### src/rtl/pwm_sine_modulator.sv
// Sinusoidal PWM: a phase accumulator walks a 256-entry sine ROM that sets the duty of an 8-bit, 255-cycle carrier.
// Define DIFF_CLK_EN to take the clock through an IBUFDS from clk_p/clk_n; otherwise clk_p is used directly.
module pwm_sine_modulator #(
  parameter int unsigned FCLK_HZ = 100_000_000,
  parameter int unsigned F_HI_HZ = 1000,
  parameter int unsigned F_LO_HZ = 500,
  parameter int unsigned ACC_W   = 32
) (
  input  logic clk_p,
  input  logic clk_n,
  input  logic rst_n,
  input  logic sw0,
  output logic pwm
);

  localparam logic [63:0]      INC_HI_FULL = (64'(F_HI_HZ) << ACC_W) / 64'(FCLK_HZ);
  localparam logic [63:0]      INC_LO_FULL = (64'(F_LO_HZ) << ACC_W) / 64'(FCLK_HZ);
  localparam logic [ACC_W-1:0] INC_HI      = INC_HI_FULL[ACC_W-1:0];
  localparam logic [ACC_W-1:0] INC_LO      = INC_LO_FULL[ACC_W-1:0];
  localparam logic [7:0]       CNT_LAST    = 8'd254;
  localparam logic [7:0]       DUTY_MID    = 8'd128;

  logic clk;

`ifdef DIFF_CLK_EN
  IBUFDS u_ibufds (
    .I  (clk_p),
    .IB (clk_n),
    .O  (clk)
  );
`else
  logic unused_clk_n;
  assign clk          = clk_p;
  assign unused_clk_n = clk_n;
`endif

  // First quadrant of round(127.5 + 127.5*sin(2*pi*k/256)), k = 0..64; the rest follows by symmetry.
  function automatic logic [7:0] quarter_sine(input logic [6:0] k);
    logic [7:0] v;
    case (k)
      7'd0:  v = 8'd128;  7'd1:  v = 8'd131;  7'd2:  v = 8'd134;  7'd3:  v = 8'd137;
      7'd4:  v = 8'd140;  7'd5:  v = 8'd143;  7'd6:  v = 8'd146;  7'd7:  v = 8'd149;
      7'd8:  v = 8'd152;  7'd9:  v = 8'd155;  7'd10: v = 8'd158;  7'd11: v = 8'd162;
      7'd12: v = 8'd165;  7'd13: v = 8'd167;  7'd14: v = 8'd170;  7'd15: v = 8'd173;
      7'd16: v = 8'd176;  7'd17: v = 8'd179;  7'd18: v = 8'd182;  7'd19: v = 8'd185;
      7'd20: v = 8'd188;  7'd21: v = 8'd190;  7'd22: v = 8'd193;  7'd23: v = 8'd196;
      7'd24: v = 8'd198;  7'd25: v = 8'd201;  7'd26: v = 8'd203;  7'd27: v = 8'd206;
      7'd28: v = 8'd208;  7'd29: v = 8'd211;  7'd30: v = 8'd213;  7'd31: v = 8'd215;
      7'd32: v = 8'd218;  7'd33: v = 8'd220;  7'd34: v = 8'd222;  7'd35: v = 8'd224;
      7'd36: v = 8'd226;  7'd37: v = 8'd228;  7'd38: v = 8'd230;  7'd39: v = 8'd232;
      7'd40: v = 8'd234;  7'd41: v = 8'd235;  7'd42: v = 8'd237;  7'd43: v = 8'd238;
      7'd44: v = 8'd240;  7'd45: v = 8'd241;  7'd46: v = 8'd243;  7'd47: v = 8'd244;
      7'd48: v = 8'd245;  7'd49: v = 8'd246;  7'd50: v = 8'd248;  7'd51: v = 8'd249;
      7'd52: v = 8'd250;  7'd53: v = 8'd250;  7'd54: v = 8'd251;  7'd55: v = 8'd252;
      7'd56: v = 8'd253;  7'd57: v = 8'd253;  7'd58: v = 8'd254;  7'd59: v = 8'd254;
      7'd60: v = 8'd254;  7'd61: v = 8'd255;  7'd62: v = 8'd255;  7'd63: v = 8'd255;
      7'd64: v = 8'd255;
      default: v = DUTY_MID;
    endcase
    return v;
  endfunction

  logic [1:0]       sw_sync_q, sw_sync_d;
  logic [ACC_W-1:0] acc_q, acc_d;
  logic [7:0]       cnt_q, cnt_d;
  logic [7:0]       duty_q, duty_d;
  logic             pwm_q, pwm_d;

  logic [7:0] lut_idx;
  logic [6:0] lut_fold;
  logic [7:0] lut_quarter;
  logic [7:0] lut_val;

  // NOTE: the sine ROM is pure combinational logic with no state, so it needs no reset.
  always_comb begin
    lut_idx     = acc_q[ACC_W-1 -: 8];
    lut_fold    = (lut_idx[6:0] <= 7'd64) ? lut_idx[6:0] : 7'(8'd128 - {1'b0, lut_idx[6:0]});
    lut_quarter = quarter_sine(lut_fold);
    if (!lut_idx[7]) begin
      lut_val = lut_quarter;
    end else if (lut_idx[6:0] == 7'd0) begin
      lut_val = DUTY_MID;
    end else begin
      lut_val = 8'd255 - lut_quarter;
    end
  end

  // Duty is latched only on the last carrier cycle so a period never changes width mid-way.
  always_comb begin
    sw_sync_d = {sw_sync_q[0], sw0};
    acc_d     = acc_q + (sw_sync_q[1] ? INC_HI : INC_LO);
    cnt_d     = (cnt_q == CNT_LAST) ? 8'd0 : cnt_q + 8'd1;
    duty_d    = (cnt_q == CNT_LAST) ? lut_val : duty_q;
    pwm_d     = (cnt_q < duty_q);
  end

  // NOTE: state flops use non-blocking assignments so every register samples pre-edge values.
  always_ff @(posedge clk or negedge rst_n) begin
    if (!rst_n) begin
      sw_sync_q <= 2'b00;
      acc_q     <= '0;
      cnt_q     <= 8'd0;
      duty_q    <= DUTY_MID;
      pwm_q     <= 1'b0;
    end else begin
      sw_sync_q <= sw_sync_d;
      acc_q     <= acc_d;
      cnt_q     <= cnt_d;
      duty_q    <= duty_d;
      pwm_q     <= pwm_d;
    end
  end

  assign pwm = pwm_q;

endmodule

### config.mk
export PLATFORM = sky130hd
export DESIGN_NAME = pwm_sine_modulator
export DESIGN_NICKNAME = d
export VERILOG_FILES = /design/src/rtl/pwm_sine_modulator.sv
export SDC_FILE = /design/constraint.sdc
export NUM_CORES = 1
export LEC_CHECK = 0
export CORE_UTILIZATION = 54
export CTS_BUF_LIST = sky130_fd_sc_hd__clkbuf_16
export DETAILED_ROUTE_END_ITERATION = 6
export PLACE_DENSITY = 0.7
export SETUP_SLACK_MARGIN = 0.05
export SYNTH_ARGS = -nofsm -noshare
export SYNTH_HDL_FRONTEND = slang
export SYNTH_SLANG_ARGS = --single-unit
export TNS_END_PERCENT = 20
### constraint.sdc
create_clock -name clk_p -period 4.6 [get_ports clk_p]
set_clock_uncertainty 0.05 [all_clocks]
set_input_delay 0.69 -clock clk_p [delete_from_list [all_inputs] [get_ports clk_p]]
set_output_delay 0.69 -clock clk_p [all_outputs]
set_load 0.1 [all_outputs]
Word level (Yosys, flattened, before mapping)
Memory sizes are Yosys's and may differ from the RTL's.
Cells that the tools add are included.
{"block": "word_totals", "mem_count": 1, "regBits": 51, "elab_cells": 19, "ramBits": 0, "latch_bits": 0, "romBits": 896, "output_inout_bits": 1}
{"block": "classes", "n_reduce_logical": 1, "n_eq_ne": 1, "div": 0, "n_mux": 5, "bitwise_logic": 0, "addsub": 4, "n_mul": 0, "shifts": 0, "order_cmp": 2}
{"memory": "(name not given)", "depth": 128, "word_bits": 7, "rd": 1, "rd_clocked_by_memory_dff": 0, "write_ports": 0, "line_no": "40", "text": "case (k)"}
{"op": "$add 32x16->32", "n": 1}
{"op": "$mux 8", "n": 3}
{"op": "$mux 16", "n": 1}
{"op": "$add 8x1->8 const B", "n": 1}
{"op": "$eq 8x8->1 const B", "n": 1}
{"op": "$lt 8x8->1", "n": 1}
{"op": "$sub 8x8->8 const A", "n": 1}
{"op": "$le 7x7->1 const B", "n": 1}
{"op": "$logic_not 7->1", "n": 1}
{"op": "$mux 7", "n": 1}
{"op": "$sub 1x7->7 const A", "n": 1}

Logic depth before layout (Yosys ltp)
Gate-level depths: netlist (run 1).
An unclocked memory read counts as a cell.
{"block": "logic_depth", "depth_word": 6, "depth_mapped": 16}

Worst setup path after synthesis (run 1)
Ideal clock, no wire load.
{"block": "synth_path", "path_kind": "register to register", "startpoint": "register acc_q[24]", "endpoint": "register duty_q[1]", "t_required_ps": 4419, "stages_incl_launch_ff": 17, "slack_ps": 1151, "t_arrival_ps": 3268, "cell_sequence": "dfrtp_1 > buf_2 > inv_1 > ha_1 > or3b_1 > buf_6 > o21ai_2 > mux2_4 > ha_1 > buf_2 > nand2b_1 > a21boi_0 > o21ai_0 > o2111ai_1 > a31oi_1 > nor3_1 > or3b_1"}
{"block": "synth_between", "elab_chain_len": 6, "elab_cells_between_ends": 8, "cone_classes": "add/sub (2); order compare (1); mux (3); reduce/logical (1); memory (1)"}
{"item": "start, declared", "line_no": "64", "text": "logic [ACC_W-1:0] acc_q, acc_d;"}
{"item": "start signal, assigned", "line_no": "101", "text": "acc_q <= '0;"}
{"item": "start signal, assigned", "line_no": "107", "text": "acc_q <= acc_d;"}
{"item": "$sub 1x7->7 / $le 7x7->1 (equally long branches)", "line_no": "77", "text": "lut_fold = (lut_idx[6:0] <= 7'd64) ? lut_idx[6:0] : 7'(8'd128 - {1'b0, lut_idx[6:0]});"}
{"item": "$mux 7", "line_no": "77"}
{"item": "$mem_v2 128x7"}
{"item": "$sub 8x8->8", "line_no": "84", "text": "lut_val = 8'd255 - lut_quarter;"}
{"item": "$mux 8", "line_no": "81", "text": "end else if (lut_idx[6:0] == 7'd0) begin"}
{"item": "$mux 8 (*)", "line_no": "79", "text": "if (!lut_idx[7]) begin"}
{"item": "end signal, assigned", "line_no": "109", "text": "duty_q <= duty_d;"}
{"item": "end, declared", "line_no": "66", "text": "logic [7:0] duty_q, duty_d;"}
Every way passes the cells marked *; elsewhere a longest branch is shown, timed or not.
A chain may end at the register's enable or synchronous reset.

Worst setup path in the final report (run 1)
Ends and elaborated chain as after synthesis.

==> impl_metrics.ini, run 1 <==
[layout]
drive_above_1_share_pct = 7.990
fin_util_pct = 59.02
nFillCells = 580
area_growth_pct = 6.162
final_cell_area_sq_um = 3988
antenna_cells = 0
mostFrequentLayoutCells = dfrtp_1, nor2_1, nand2_1
final_common_cell = dfrtp_1
nets = 444

[global_route]
grt_pass1_wl_um = 13330
grt_pass1_vias = 2896
overflow = 0
antenna_found_initial = 0
grt_util_met3_pct = 2.724
groute.usage.overall_pct = 22.72
grt_max_degree = 52
gr-max-usage-layer = met2
met2_usage_pct = 37.24
grt_use_met1_pct = 31.32

[sta]
setup_viol = 0
fin_crit_sh_pct = 86.14
period_needed_ns = 3.962
slew_viol_final = 0
rsz0062_at_grt = false
worst-slew-pin-transition_ns = 0.9552
max_slew_margin_pct = 36.12
hold_viol_final = 0
hold_slack_ns = 0.3102
tns_ns = 0
fmax_mhz = 252.4

[floorplan]
num_io_pins = 5
die_h_um = 85.40
num_rows = 30
core-area_sq_um = 6756
start_util_pct = 55.59
die_area_sq_um = 7293
die_x_um = 85.40

[cts]
worst_setup_hold_path_clk_slew_ns = 0.07
hold_buffers = 0
cts_max_path_buffers = 2
numCtsBuffers = 5
cts_tree = yes
clock_sink_count = 51
cts_root_buf = clkbuf_16
post_cts_resize_count = 0
cts_setup_buffers = 0
htreeDepth = 2
worstSkewPairLatency_ns = 0.29

[synthesis]
yosysWarnings = 0
synthesis.instances = 415
synth_top_family_by_area = simple AND/OR/NAND/NOR gates
synth_cell_types = 76
post_synth_mux_area_share_pct = 3.098
synth_area_per_cell_sq_um = 9.051
synth_compound_area_share_pct = 19.95
synth-xor-area-share_pct = 8.394
syn_nets = 447
seq_area_frac_synth_pct = 34.01
ys_async_sr_fraction_pct = 100.0
ys_ff_latch = 51
synth_simple_gate_area_share_pct = 20.39
synthAdderAreaFrac_pct = 9.527
synth_area_sq_um = 3756
ys.flop_type = dfrtp_1
synth-edff-count = 0

[route]
totalWireLength_um = 7638
drt_first_iter_violations = 244
routed_via_density = 6.140
drc = 0
ant_nets = 0
route.vias.total = 3027
wire_per_inst_um = 15.49
drt_pass1_iterations = 4

[critical_path]
path_class = flop to flop
r2r_setup_slack_ns = 0.64
required_ns = 4.71
arrival_ns = 4.07
r2r-end = duty_q[1]$_DFFE_PN0N_
crit_start = acc_q[24]$_DFF_PN0_
end_kind = flop
rr_startpoint = acc_q[24]$_DFF_PN0_
start_kind = flop
crit_end = duty_q[1]$_DFFE_PN0N_
path_max_fanout = 11
worst_r2r_path_depth = 13

[place]
place_area_sq_um = 3820
dpl.hpwl_um = 5460
gp_congestion = 0.8963
portBuffers = 3

[power]
power.density_nw_per_um2 = 361.4
peakVddDrop_v = 0.0003091
p_int_uw = 995.8
total_power_uw = 1441
power_leakage_uw = 0.001735
p_comb_share_pct = 27.4
clockPowerShare_pct = 28.8
power_switching_uw = 445.5
power_frac_seq_pct = 43.8
p_sw_share_pct = 30.91

[status]
status = complete, no violations

[min_path]
hold_path_class = flop to flop

[flow_run]
maxCapViolations = 0
==> layout make-up <==
| cell class | instances | area (sq um) | share of cell area, % |
|---|---|---|---|
| Multi-Input combinational cell | 326 | 2305 | 57.80 |
| Inverter | 20 | 75.07 | 1.883 |
| Clock inverter | 3 | 42.54 | 1.067 |
| Tap cell | 80 | 100.1 | 2.510 |
| Timing Repair Buffer | 8 | 62.56 | 1.569 |
| Sequential cell | 51 | 1277 | 32.04 |
| Clock buffer | 5 | 125.1 | 3.138 |
==> worst min-delay path by stage <==
stage	endpoint	start	cells after the start
after floorplan	sw_sync_q[1]$_DFF_PN0_	sw_sync_q[0]$_DFF_PN0_	0
after global placement	sw_sync_q[1]$_DFF_PN0_	sw_sync_q[0]$_DFF_PN0_	0
after detailed placement	sw_sync_q[1]$_DFF_PN0_	sw_sync_q[0]$_DFF_PN0_	0
after CTS	sw_sync_q[1]$_DFF_PN0_	sw_sync_q[0]$_DFF_PN0_	0
after global routing	sw_sync_q[1]$_DFF_PN0_	sw_sync_q[0]$_DFF_PN0_	0
final	sw_sync_q[1]$_DFF_PN0_	sw_sync_q[0]$_DFF_PN0_	0
==> through the flow <==
stage / setup slack [ns] / instances
2_1_floorplan: 1.151 / 415
3_3_place_gp: 0.8172 / 485
3_5_place_dp: 0.7039 / 485
4_1_cts: 0.6798 / 493
5_1_grt: 0.4345 / 493
6_report: 0.6376 / 493
==> power groups by stage <==
stage / Sequential (uW) / Combinational [uW] / Clock [uW]
global route: 645 / 455 / 445
floorplan: 622 / 325 / 0
global placement: 634 / 380 / 0
detailed placement: 638 / 398 / 0
finish: 631 / 395 / 415
CTS: 632 / 399 / 428
==> synth_stat cells (4+ instances only) <==
cell type	number	area [sq um]
dfrtp_1	50	1251
nand2_1	34	127.6
nor2_1	34	127.6
ha_1	27	337.8
a21oi_1	22	110.1
xnor2_1	22	192.7
o21ai_0	20	100.1
inv_1	19	71.32
nand3_1	15	75.07
o21ai_1	10	50.05
mux2i_1	9	90.09
nand4_1	9	56.30
xor2_1	9	78.83
nor3_1	8	40.04
buf_2	7	35.03
nor2b_1	7	43.79
a211oi_1	6	45.04
clkbuf_1	6	22.52
a21o_1	5	37.54
a31oi_1	5	31.28
and2_1	5	31.28
and3_1	5	31.28
o22ai_1	5	31.28
nand2b_1	4	25.02
==> registers in the layout, indices dropped and copies added, names as in the netlist <==
signal	cells
cnt_q	8
duty_q	8
pwm	1
sw_sync_q	2
acc_q	32
==> critical path: stages (launching register included) <==
cell and delay, ns:
dfrtp_1 0.39, inv_1 0.17, ha_1 0.38, or3b_1 0.53, o21ai_2 0.20, mux2_4 0.34
ha_1 0.42, nand2b_1 0.12, a21boi_0 0.09, o21ai_0 0.21, o2111ai_1 0.15, a31oi_1 0.33
nor3_1 0.09, or3b_1 0.35
==> layer usage <==
metal,part of all wire [%],vias up,routed length (um)
met4,1.2,0,94
met5,0,-,0
met1,47,1456,3574
met2,48,56,3697
met3,3.6,12,272
li1,-,1503,-
==> logic make-up (layout without fill, tap and decap cells) <==
logic type,Yosys count,count (layout)
xor+xnor,33,33
mux,11,11
flops,51,51
compound gates,109,109
simple gates,145,145
buf+inv,38,36
fa+ha+maj,28,28
Power figures use the tool's default switching activity.
==> inputs of run 2 (changes only) <==
--- a/config.mk
+++ b/config.mk
@@ -7,6 +7,7 @@
 export LEC_CHECK = 0
 export CORE_UTILIZATION = 54
 export CTS_BUF_LIST = sky130_fd_sc_hd__clkbuf_16
+export CTS_CLUSTER_DIAMETER = 200
 export DETAILED_ROUTE_END_ITERATION = 6
 export PLACE_DENSITY = 0.7
 export SETUP_SLACK_MARGIN = 0.05
==> results of run 2 <==
No change in the layout: final DEF, timing and power equal those of run 1.
==> inputs of run 3 (changes only) <==
--- a/config.mk
+++ b/config.mk
@@ -5,12 +5,16 @@
 export SDC_FILE = /design/constraint.sdc
 export NUM_CORES = 1
 export LEC_CHECK = 0
-export CORE_UTILIZATION = 54
+export CELL_PAD_IN_SITES_DETAIL_PLACEMENT = 0
+export CELL_PAD_IN_SITES_GLOBAL_PLACEMENT = 1
+export CORE_MARGIN = 3
+export CORE_UTILIZATION = 49
 export CTS_BUF_LIST = sky130_fd_sc_hd__clkbuf_16
 export CTS_CLUSTER_DIAMETER = 200
 export DETAILED_ROUTE_END_ITERATION = 6
-export PLACE_DENSITY = 0.7
+export PLACE_DENSITY_LB_ADDON = 0.1
 export SETUP_SLACK_MARGIN = 0.05
+export SKIP_CTS_REPAIR_TIMING = 1
 export SYNTH_ARGS = -nofsm -noshare
 export SYNTH_HDL_FRONTEND = slang
 export SYNTH_SLANG_ARGS = --single-unit
==> run 3 against run 2 <==
Net effect: clock-buffer cell count unchanged; worst hold slack lost 0.012 ns; core utilization shrank 4.5 points; global-route usage decreased by 3.3 points; critical path depth did not move; sequential share of layout area decreased by 0.070 points.
==> impl_metrics.ini, run 3 (synthesis results as in run 1) <==
[route]
met3_length_um = 266
routed_via_density = 5.848
ant_nets = 0
totalWireLength_um = 7868
wl_met2_um = 3594
drc = 0
drt_first_iter_violations = 138
wire_per_inst_um = 15.37
drt_pass1_iterations = 5
route.vias.total = 2994
wl_met1_um = 3898
top_layer_used = met4

[layout]
largest_register_ffs = 32
drive_above_1_share_pct = 8.232
top_register = acc_q
nets = 444
top_regs = acc_q: 32 flops, cnt_q: 8 flops, duty_q: 8 flops
final_common_cell = dfrtp_1
antenna_cells = 0
nFillCells = 691
mostFrequentLayoutCells = dfrtp_1, nor2_1, nand2_1
area_growth_pct = 6.396

[critical_path]
crit_chain = inv_1 > ha_1 > or3b_1 > o21ai_2 > mux2_4 > ha_1 > nand2b_1 > a21boi_0 > o21ai_0 > o2111ai_1 > a31oi_1 > nor3_1 > or3b_1
required_ns = 4.73
start_kind = flop
max_stage_delay_ns = 0.54
end_kind = flop
arrival_ns = 4.01
path_max_fanout = 11
path_class = flop to flop
cp_slowest_cell = or3b_1

[sta]
setup_viol = 0
hold_viol_final = 0
period_needed_ns = 3.883
slew_viol_final = 0
fmax_mhz = 257.5
worst-slew-pin-transition_ns = 0.9564
rsz0062_at_grt = false
tns_ns = 0
hold_slack_ns = 0.2979
max_slew_margin_pct = 36.04
fin_crit_sh_pct = 84.41

[global_route]
overflow = 0
groute.usage.overall_pct = 19.47
grt_pass1_wl_um = 13920
antenna_found_initial = 0
grt_pass1_vias = 2832
grt_max_degree = 52

[min_path]
hold_path_class = flop to flop

[power]
peakVddDrop_v = 0.0003552
power.density_nw_per_um2 = 350.8
power_leakage_uw = 0.001725

[floorplan]
die_h_um = 93.55
start_util_pct = 51.24
num_rows = 31
die_x_um = 93.55
num_io_pins = 5
core-area_sq_um = 7331
die_area_sq_um = 8752

[cts]
numCtsBuffers = 5
cts_max_path_buffers = 2
worst_setup_hold_path_clk_slew_ns = 0.08
worstSkewPairLatency_ns = 0.29
htreeDepth = 2
cts_root_buf = clkbuf_16
cts_tree = yes
clock_sink_count = 51

[place]
gp_congestion = 0.9201
dpl.hpwl_um = 5686
portBuffers = 3

[flow_run]
maxCapViolations = 0

[status]
status = complete, no violations
[run 3: report_power, final]
| part | internal, uW | total (uW) | switching (uW) |
|---|---|---|---|
| logic | 182 | 390 | 208 |
| clock network | 207 | 380 | 173 |
| registers | 556 | 632 | 75.7 |
[run 3: path summary, 6_finish.rpt]
kind                       slack, ns                endpoint                   start  cells after the start
setup / recovery                0.72   duty_q[1]$_DFFE_PN0N_     acc_q[24]$_DFF_PN0_                     13
hold / removal                  0.30  sw_sync_q[1]$_DFF_PN0_  sw_sync_q[0]$_DFF_PN0_                      0
setup reg to reg                0.72   duty_q[1]$_DFFE_PN0N_     acc_q[24]$_DFF_PN0_                     13
hold reg to reg                 0.30  sw_sync_q[1]$_DFF_PN0_  sw_sync_q[0]$_DFF_PN0_                      0
max in group asynchronous       3.61     acc_q[23]$_DFF_PN0_                   rst_n                      2
min in group asynchronous       0.45      cnt_q[7]$_DFF_PN0_                   rst_n                      2
[run 3: layout make-up]
| cell class | count | area [sq um] | share of cell area, % |
|---|---|---|---|
| multi-input cells | 326 | 2305 | 57.67 |
| clock buffers | 5 | 125.1 | 3.131 |
| repair buffers | 8 | 62.56 | 1.565 |
| well taps | 99 | 123.9 | 3.100 |
| inverters | 20 | 75.07 | 1.879 |
| clock inverters | 3 | 27.53 | 0.6888 |
| flip-flops and latches | 51 | 1277 | 31.97 |
[run 3: routing by layer]
metal | track usage, % | vias up
met5 | 0 | -
met4 | 4.452 | 0
met3 | 2.414 | 11
met2 | 30.79 | 56
met1 | 28.48 | 1428
li1 | - | 1499
[run 3: through the flow]
step | worst slack [ns] | area [sq um] | util (%) | total power [uW] | cells
global route | 0.4287 | 3996 | 54.51 | 1516 | 512
global placement | 0.7653 | 3844 | 52.43 | 1019 | 504
floorplan | 1.151 | 3756 | - | 947.1 | 415
CTS | 0.7473 | 3996 | 54.51 | 1426 | 512
finish | 0.7171 | 3996 | 54.51 | 1402 | 512
detailed placement | 0.7651 | 3844 | 52.43 | 1036 | 504
[run 3: worst max-delay path: cells and delay by family (launching register included)]
| kind | cells | cell delay, ns |
|---|---|---|
| fa+ha+maj | 2 | 0.81 |
| buf+inv | 1 | 0.17 |
| simple gates | 4 | 1.08 |
| compound gates | 5 | 0.95 |
| flops | 1 | 0.37 |
| mux | 1 | 0.34 |
